### config.mk
export PLATFORM = sky130hd
export DESIGN_NAME = tone_env_pwm
export DESIGN_NICKNAME = d
export VERILOG_FILES = /design/src/rtl/synth_pkg.sv /design/src/rtl/adsr_env.sv /design/src/rtl/tone_env_pwm.sv
export SDC_FILE = /design/constraint.sdc
export NUM_CORES = 1
export LEC_CHECK = 0
export ABC_AREA = 1
export CAP_MARGIN = 25
export CORE_ASPECT_RATIO = 1.4
export CORE_UTILIZATION = 50
export DETAILED_ROUTE_END_ITERATION = 7
export GPL_TIMING_DRIVEN = 0
export PLACE_DENSITY_LB_ADDON = 0.05
export SLEW_MARGIN = 40
export SYNTH_ARGS = -nofsm -noshare
export SYNTH_HDL_FRONTEND = slang
export SYNTH_SLANG_ARGS = --single-unit
### constraint.sdc
create_clock -name clk -period 4.85 [get_ports clk]
set_input_delay 1.455 -clock clk [delete_from_list [all_inputs] [get_ports clk]]
set_output_delay 1.455 -clock clk [all_outputs]
set_load 0.02 [all_outputs]
### src/rtl/synth_pkg.sv
// Shared types and constants for the tone/envelope/PWM voice.
package synth_pkg;

  // Envelope phase, encoded so IDLE is the all-zero reset value.
  typedef enum logic [2:0] {
    StIdle    = 3'd0,
    StAttack  = 3'd1,
    StDecay   = 3'd2,
    StSustain = 3'd3,
    StRelease = 3'd4
  } env_state_t;

  // Midscale of a pwm_w-bit PWM counter, i.e. the silence duty.
  function automatic int unsigned pwm_half(input int unsigned pwm_w);
    return 32'd1 << (pwm_w - 1);
  endfunction

  localparam int unsigned PWM_HALF = pwm_half(8);

endpackage

### src/rtl/adsr_env.sv
// ADSR envelope generator: tick prescaler, gate synchroniser, phase FSM and level register.
module adsr_env
  import synth_pkg::*;
#(
  parameter int unsigned ENV_W        = 8,
  parameter int unsigned TICK_DIV     = 1000,
  parameter int unsigned ATTACK_STEP  = 4,
  parameter int unsigned DECAY_STEP   = 1,
  parameter int unsigned SUSTAIN_LVL  = 160,
  parameter int unsigned RELEASE_STEP = 1
) (
  input  logic             clk,
  input  logic             rst,
  input  logic             gate,
  output logic [ENV_W-1:0] env_level,
  output logic             busy
);

  localparam int unsigned PrescW  = (TICK_DIV > 1) ? $clog2(TICK_DIV) : 1;
  localparam int unsigned EnvWide = ENV_W + 1;

  localparam logic [PrescW-1:0] PrescMax = PrescW'(TICK_DIV - 1);
  localparam logic [ENV_W:0]    FullLvl  = {1'b0, {ENV_W{1'b1}}};
  localparam logic [ENV_W:0]    AttStep  = EnvWide'(ATTACK_STEP);
  localparam logic [ENV_W:0]    DecStep  = EnvWide'(DECAY_STEP);
  localparam logic [ENV_W:0]    RelStep  = EnvWide'(RELEASE_STEP);
  localparam logic [ENV_W:0]    SusLvl   = EnvWide'(SUSTAIN_LVL);

  logic [PrescW-1:0] presc_q, presc_d;
  logic              env_tick;
  logic              sync1_q, sync2_q, gate_q;
  logic              gate_s, gate_rise;
  env_state_t        state_q, state_d;
  logic [ENV_W-1:0]  env_q, env_d;
  logic [ENV_W:0]    att_sum, dec_diff, rel_diff;

  assign gate_s = sync2_q;
  // IDLE and RELEASE are only ever entered with gate_s low, so a rising edge
  // is exactly "gate_s is high" in those phases.
  assign gate_rise = gate_s & ~gate_q;

  // Free-running envelope tick prescaler.
  always_comb begin
    env_tick = (presc_q == PrescMax);
    presc_d  = env_tick ? '0 : presc_q + 1'b1;
  end

  // Prescaler, gate synchroniser and edge-detect copy.
  always_ff @(posedge clk) begin
    if (!rst) begin
      presc_q <= '0;
      sync1_q <= 1'b0;
      sync2_q <= 1'b0;
      gate_q  <= 1'b0;
    end else begin
      presc_q <= presc_d;
      sync1_q <= gate;
      sync2_q <= sync1_q;
      gate_q  <= sync2_q;
    end
  end

  // Envelope phase and level registers.
  always_ff @(posedge clk) begin
    if (!rst) begin
      state_q <= StIdle;
      env_q   <= '0;
    end else begin
      state_q <= state_d;
      env_q   <= env_d;
    end
  end

  // Next phase and level; a gate-driven transition pre-empts the tick step.
  always_comb begin
    // One extra bit catches saturation on the way up and underflow on the way down.
    att_sum  = {1'b0, env_q} + AttStep;
    dec_diff = {1'b0, env_q} - DecStep;
    rel_diff = {1'b0, env_q} - RelStep;
    state_d  = state_q;
    env_d    = env_q;
    case (state_q)
      StIdle: begin
        if (gate_rise) state_d = StAttack;
      end
      StAttack: begin
        if (!gate_s) begin
          state_d = StRelease;
        end else if (env_tick) begin
          if (att_sum >= FullLvl) begin
            env_d   = FullLvl[ENV_W-1:0];
            state_d = StDecay;
          end else begin
            env_d = att_sum[ENV_W-1:0];
          end
        end
      end
      StDecay: begin
        if (!gate_s) begin
          state_d = StRelease;
        end else if (env_tick) begin
          if (dec_diff[ENV_W] || (dec_diff <= SusLvl)) begin
            env_d   = SusLvl[ENV_W-1:0];
            state_d = StSustain;
          end else begin
            env_d = dec_diff[ENV_W-1:0];
          end
        end
      end
      StSustain: begin
        if (!gate_s) state_d = StRelease;
      end
      StRelease: begin
        if (gate_rise) begin
          state_d = StAttack;
        end else if (env_tick) begin
          if (rel_diff[ENV_W] || (rel_diff == '0)) begin
            env_d   = '0;
            state_d = StIdle;
          end else begin
            env_d = rel_diff[ENV_W-1:0];
          end
        end
      end
      default: begin
        state_d = StIdle;
        env_d   = '0;
      end
    endcase
  end

  // Status outputs.
  always_comb begin
    busy      = (state_q != StIdle);
    env_level = env_q;
  end

endmodule

### src/rtl/tone_env_pwm.sv
// Tone voice: ADSR envelope scales the note square wave, rendered as single-bit PWM.
module tone_env_pwm
  import synth_pkg::*;
#(
  parameter int unsigned ENV_W        = 8,
  parameter int unsigned PWM_W        = 8,
  parameter int unsigned TICK_DIV     = 1000,
  parameter int unsigned ATTACK_STEP  = 4,
  parameter int unsigned DECAY_STEP   = 1,
  parameter int unsigned SUSTAIN_LVL  = 160,
  parameter int unsigned RELEASE_STEP = 1
) (
  input  logic             clk,
  input  logic             rst,
  input  logic             div_clk,
  input  logic             gate,
  output logic             pwm_out,
  output logic [ENV_W-1:0] env_level,
  output logic             busy
);

  localparam int unsigned      AmpShift = ENV_W - PWM_W + 1;
  localparam logic [PWM_W-1:0] Half     = PWM_W'(pwm_half(PWM_W));

  logic [ENV_W-1:0] env_shifted;
  logic [PWM_W-1:0] amp, next_duty;
  logic [PWM_W-1:0] pwm_cnt_q, pwm_cnt_d;
  logic [PWM_W-1:0] duty_q, duty_d;
  logic             pwm_out_q, pwm_out_d;

  adsr_env #(
    .ENV_W       (ENV_W),
    .TICK_DIV    (TICK_DIV),
    .ATTACK_STEP (ATTACK_STEP),
    .DECAY_STEP  (DECAY_STEP),
    .SUSTAIN_LVL (SUSTAIN_LVL),
    .RELEASE_STEP(RELEASE_STEP)
  ) u_adsr_env (
    .clk      (clk),
    .rst      (rst),
    .gate     (gate),
    .env_level(env_level),
    .busy     (busy)
  );

  // Signed sample around midscale; amp tops out one below HALF so duty never wraps.
  always_comb begin
    env_shifted = env_level >> AmpShift;
    amp         = env_shifted[PWM_W-1:0];
    next_duty   = div_clk ? (Half + amp) : (Half - amp);
  end

  // PWM next state; duty only updates at the period boundary to avoid glitches.
  always_comb begin
    pwm_cnt_d = pwm_cnt_q + 1'b1;
    duty_d    = (pwm_cnt_q == '1) ? next_duty : duty_q;
    pwm_out_d = (pwm_cnt_q < duty_q);
  end

  // PWM counter, latched duty and registered output.
  always_ff @(posedge clk) begin
    if (!rst) begin
      pwm_cnt_q <= '0;
      duty_q    <= Half;
      pwm_out_q <= 1'b0;
    end else begin
      pwm_cnt_q <= pwm_cnt_d;
      duty_q    <= duty_d;
      pwm_out_q <= pwm_out_d;
    end
  end

  assign pwm_out = pwm_out_q;

endmodule
==> summary.txt <==
Worst setup path
  – CP Capture Type: primary output
  – Largest fanout on the critical path: 4
  – Worst reg-to-reg path cell count: 14
  – Startpoint type of the worst setup path: flip-flop
  – Critical path arrival: ~1600 ps
  – Startpoint of the worst register-to-register path: u_adsr_env.env_level[3]$_SDFFE_PN0P_
  – Worst Path Required: approximately 3400 ps
  – Reg-to-reg critical path endpoint: u_adsr_env.state_q[1]$_SDFFE_PN0P_
  – Worst setup path category: flip-flop to primary output
  – Reg2Reg Setup Slack: approximately 2600 ps

CTS
  – Clock tree from TritonCTS: yes
  – H-tree depth: 2
  – Number of buffers added for setup after CTS: 0
  – Number of hold-repair buffers added at the cts stage: 0
  – Clock root buffer master: sky130_fd_sc_hd__clkbuf_8
  – Post-cts resize count: 0
  – Number of buffers inserted during clock tree synthesis: 5
  – Clock Pin Slew Worst Setup and Hold Paths: ~80 ps
  – Maximum clock path buffer count: 2
  – Insertion delay to the later sink of the worst-skew pair: about 300 ps
  – Clock sink count: 41

Outcome
  – Result of the run: complete, no violations

Final layout
  – Share of layout cells above drive strength 1: 0.109
  – Synthesis-to-finish area growth: 12.3%
  – Post-Layout Inst Area: 3000 um2
  – Leading cell types in the layout, fill and taps excluded: sky130_fd_sc_hd__nand2_1 (94), sky130_fd_sc_hd__inv_1 (50), sky130_fd_sc_hd__dfxtp_1 (41)
  – Final cell count without fillers: 471
  – Most common cell after layout, fill and taps aside: sky130_fd_sc_hd__nand2_1
  – Number of inserted diodes: 0
  – # nets final: 427

Yosys
  – Yosys warning total: 0
  – Syn Area/Cell: a little under 7 um2
  – Area contributors post-synth: sky130_fd_sc_hd__dfxtp_1 (31%), sky130_fd_sc_hd__nand2_1 (13%), sky130_fd_sc_hd__ha_1 (8.9%)
  – Primary flip-flop cell chosen by synthesis mapping: sky130_fd_sc_hd__dfxtp_1
  – Gate Count Post-Synth: 384
  – Library cells used by synthesis: 42
  – Synth top area share: 0.308
  – #FFs+latches synth: 41
  – Synthesized netlist net count: around 410
  – Biggest area consumer among synthesized cells: sky130_fd_sc_hd__dfxtp_1
  – Count of flip-flops with a built-in enable after synthesis: 0
  – Sequential cell area fraction in the yosys report: 0.308
  – Synth async-reset ratio: 0
  – Post-synthesis cell area: between 2000 and 3000 um2

Global routing
  – Pin count of the biggest net entering global routing: 15
  – Residual overflow from global routing: 0
  – Wire length of the first global-routing pass: between 9 and 10 mm
  – Vias in the first global route: 2284
  – Antenna violations before repair: 0
  – Total routing resource utilization after global routing: 0.225

STA
  – Setup repair after global routing missed its margin: no
  – Slew @ Worst Pin: 544 ps
  – Worst-case clock skew: roughly 5 ps
  – Worst relative slew slack: 0.632
  – Final clock period utilization by the worst path: 0.620
  – Max-slew violation count: 0
  – Final hold violation count: 0
  – Maximum clock frequency: ~330 MHz
  – Setup TNS: 0 ps
  – Final min period: around 3000 ps
  – Number of setup violations in the final report: 0

Hold path
  – Min-Delay Endpoint: u_adsr_env.gate_s$_SDFF_PN0_
  – Worst Hold Class: flip-flop to flip-flop
  – Startpoint of the lowest-slack hold path: u_adsr_env.sync1_q$_SDFF_PN0_
  – Hold depth: 2

Placement
  – Detailed placement HPWL: approximately 4.6 mm
  – Port buffer count: 13
  – Final RePlAce weighted congestion: around 0.89
  – Number of instances in the placed design: between 400 and 500
  – Placed Instance Area: 2880 um2

Floorplanning
  – Starting density of the core: 0.517
  – # rows: 31
  – Placeable core region: just over 5000 um2
  – I/O pin count: 14
  – DIE WIDTH: around 64 um
  – Die height: ~88 um
  – Area enclosed by the die boundary: 5640 um2

Power and ir drop
  – Pwr per Cell Area: ~460 nW/um2
  – Highest ir drop seen on vdd: 0.195 mV
  – Leakage dissipation: roughly 1.3 nW
  – Final total power: ~0.0014 W

Drt
  – Antenna-violating nets left: 0
  – Initial DRT Pass Iterations: 4
  – Total via count after detailed routing: 2457
  – Post-detailed-route via-to-cell ratio: between 5 and 6
  – WL/cell: between 10 and 15 um
  – Violation count after the first detailed-route iteration: 74
  – Detailed-route DRC error count: 0
  – Sum of routed wire length over all layers: roughly 6 mm

Flow run
  – Maximum Capacitance Violations: 0
[per-layer routing]
metal,vias to the layer above,global-route usage,wire [um]
met5,-,0,0
li1,1286,-,-
met1,1119,0.238,2540
met3,14,0.0412,140
met2,38,0.426,3040
met4,0,0.105,139
[worst max-delay path: stages (launching register included)]
cell and delay [ps]:
sky130_fd_sc_hd__dfxtp_1 460, sky130_fd_sc_hd__inv_2 80, sky130_fd_sc_hd__nand2_1 110, sky130_fd_sc_hd__clkdlybuf4s50_1 610
[area by class of cell]
class	count	area, um2
plain buffers	9	58.8
inverters	55	211
flip-flops and latches	41	821
clock inverters	3	46.3
repair buffers	13	130
clock buffers	5	68.8
well taps	66	82.6
fillers	520	2160
multi-input cells	279	1580
[sequential cells by signal, indices dropped and copies added, names as in the netlist]
signal	count
u_adsr_env.presc_q	10
duty_q	8
pwm_cnt_q	8
u_adsr_env.env_level	8
u_adsr_env.state_q	3
pwm_out	1
u_adsr_env.gate_q	1
u_adsr_env.gate_s	1
u_adsr_env.sync1_q	1
[worst max-delay path by stage]
stage                                        from                      end  slack (ps)  depth (start not counted)
6_report       u_adsr_env.state_q[2]$_SDFFE_PN0P_                     busy        1840                          3
5_1_grt        u_adsr_env.state_q[1]$_SDFFE_PN0P_                     busy        1790                          3
4_1_cts        u_adsr_env.state_q[0]$_SDFFE_PN0P_                     busy        1840                          3
3_5_place_dp                                  rst  pwm_cnt_q[6]$_SDFF_PN0_        1740                          5
3_3_place_gp                                  rst  pwm_cnt_q[6]$_SDFF_PN0_        1760                          5
2_1_floorplan                                 rst  pwm_cnt_q[6]$_SDFF_PN0_        2620                          4
[Yosys cell counts (2+ instances only)]
cell type and instances:
sky130_fd_sc_hd__nand2_1 94, sky130_fd_sc_hd__inv_1 50, sky130_fd_sc_hd__dfxtp_1 41, sky130_fd_sc_hd__a21oi_1 33, sky130_fd_sc_hd__nor2_1 27, sky130_fd_sc_hd__o21ai_0 23
sky130_fd_sc_hd__nand3_1 22, sky130_fd_sc_hd__ha_1 19, sky130_fd_sc_hd__xor2_1 8, sky130_fd_sc_hd__nand4_1 7, sky130_fd_sc_hd__nor2_4 6, sky130_fd_sc_hd__nand2_2 5
sky130_fd_sc_hd__a31oi_1 4, sky130_fd_sc_hd__nand3_2 4, sky130_fd_sc_hd__clkbuf_1 3, sky130_fd_sc_hd__inv_2 3, sky130_fd_sc_hd__nor2_2 3, sky130_fd_sc_hd__nor3_1 3
sky130_fd_sc_hd__buf_2 2, sky130_fd_sc_hd__buf_4 2, sky130_fd_sc_hd__buf_6 2, sky130_fd_sc_hd__o21bai_1 2, sky130_fd_sc_hd__or2_2 2
[logic make-up (layout without fill, tap and decap cells)]
| family | Yosys count | after routing | synth area share |
|---|---|---|---|
| adders and majority gates | 19 | 19 | 0.0891 |
| xor gates and xnor gates | 9 | 9 | 0.0296 |
| and+or+nand+nor | 181 | 181 | 0.327 |
| AOI/OAI and AO/OA | 70 | 70 | 0.145 |
| buffers and inverters | 64 | 85 | 0.101 |
| DFF | 41 | 41 | 0.308 |
[through the flow]
stage          hold slack [ps]  utilization  setup WS (ps)
4_1_cts                    427        0.581           1840
2_1_floorplan              390            -           2620
3_3_place_gp               403        0.558           1760
3_5_place_dp               403        0.558           1740
6_report                   424        0.581           1840
5_1_grt                    444        0.581           1790
[report_power, final]
part | leakage (nW) | internal (W) | total, W | switching [W]
Combinational | 0.933 | 0.000251 | 0.000708 | 0.000458
Sequential | 0.333 | 0.000365 | 0.000403 | 0.0000379
Clock | 0.0543 | 0.000154 | 0.000280 | 0.000126
Total | 1.32 | 0.000770 | 0.00139 | 0.000622
No activity file was read; power rests on OpenSTA's default activity.
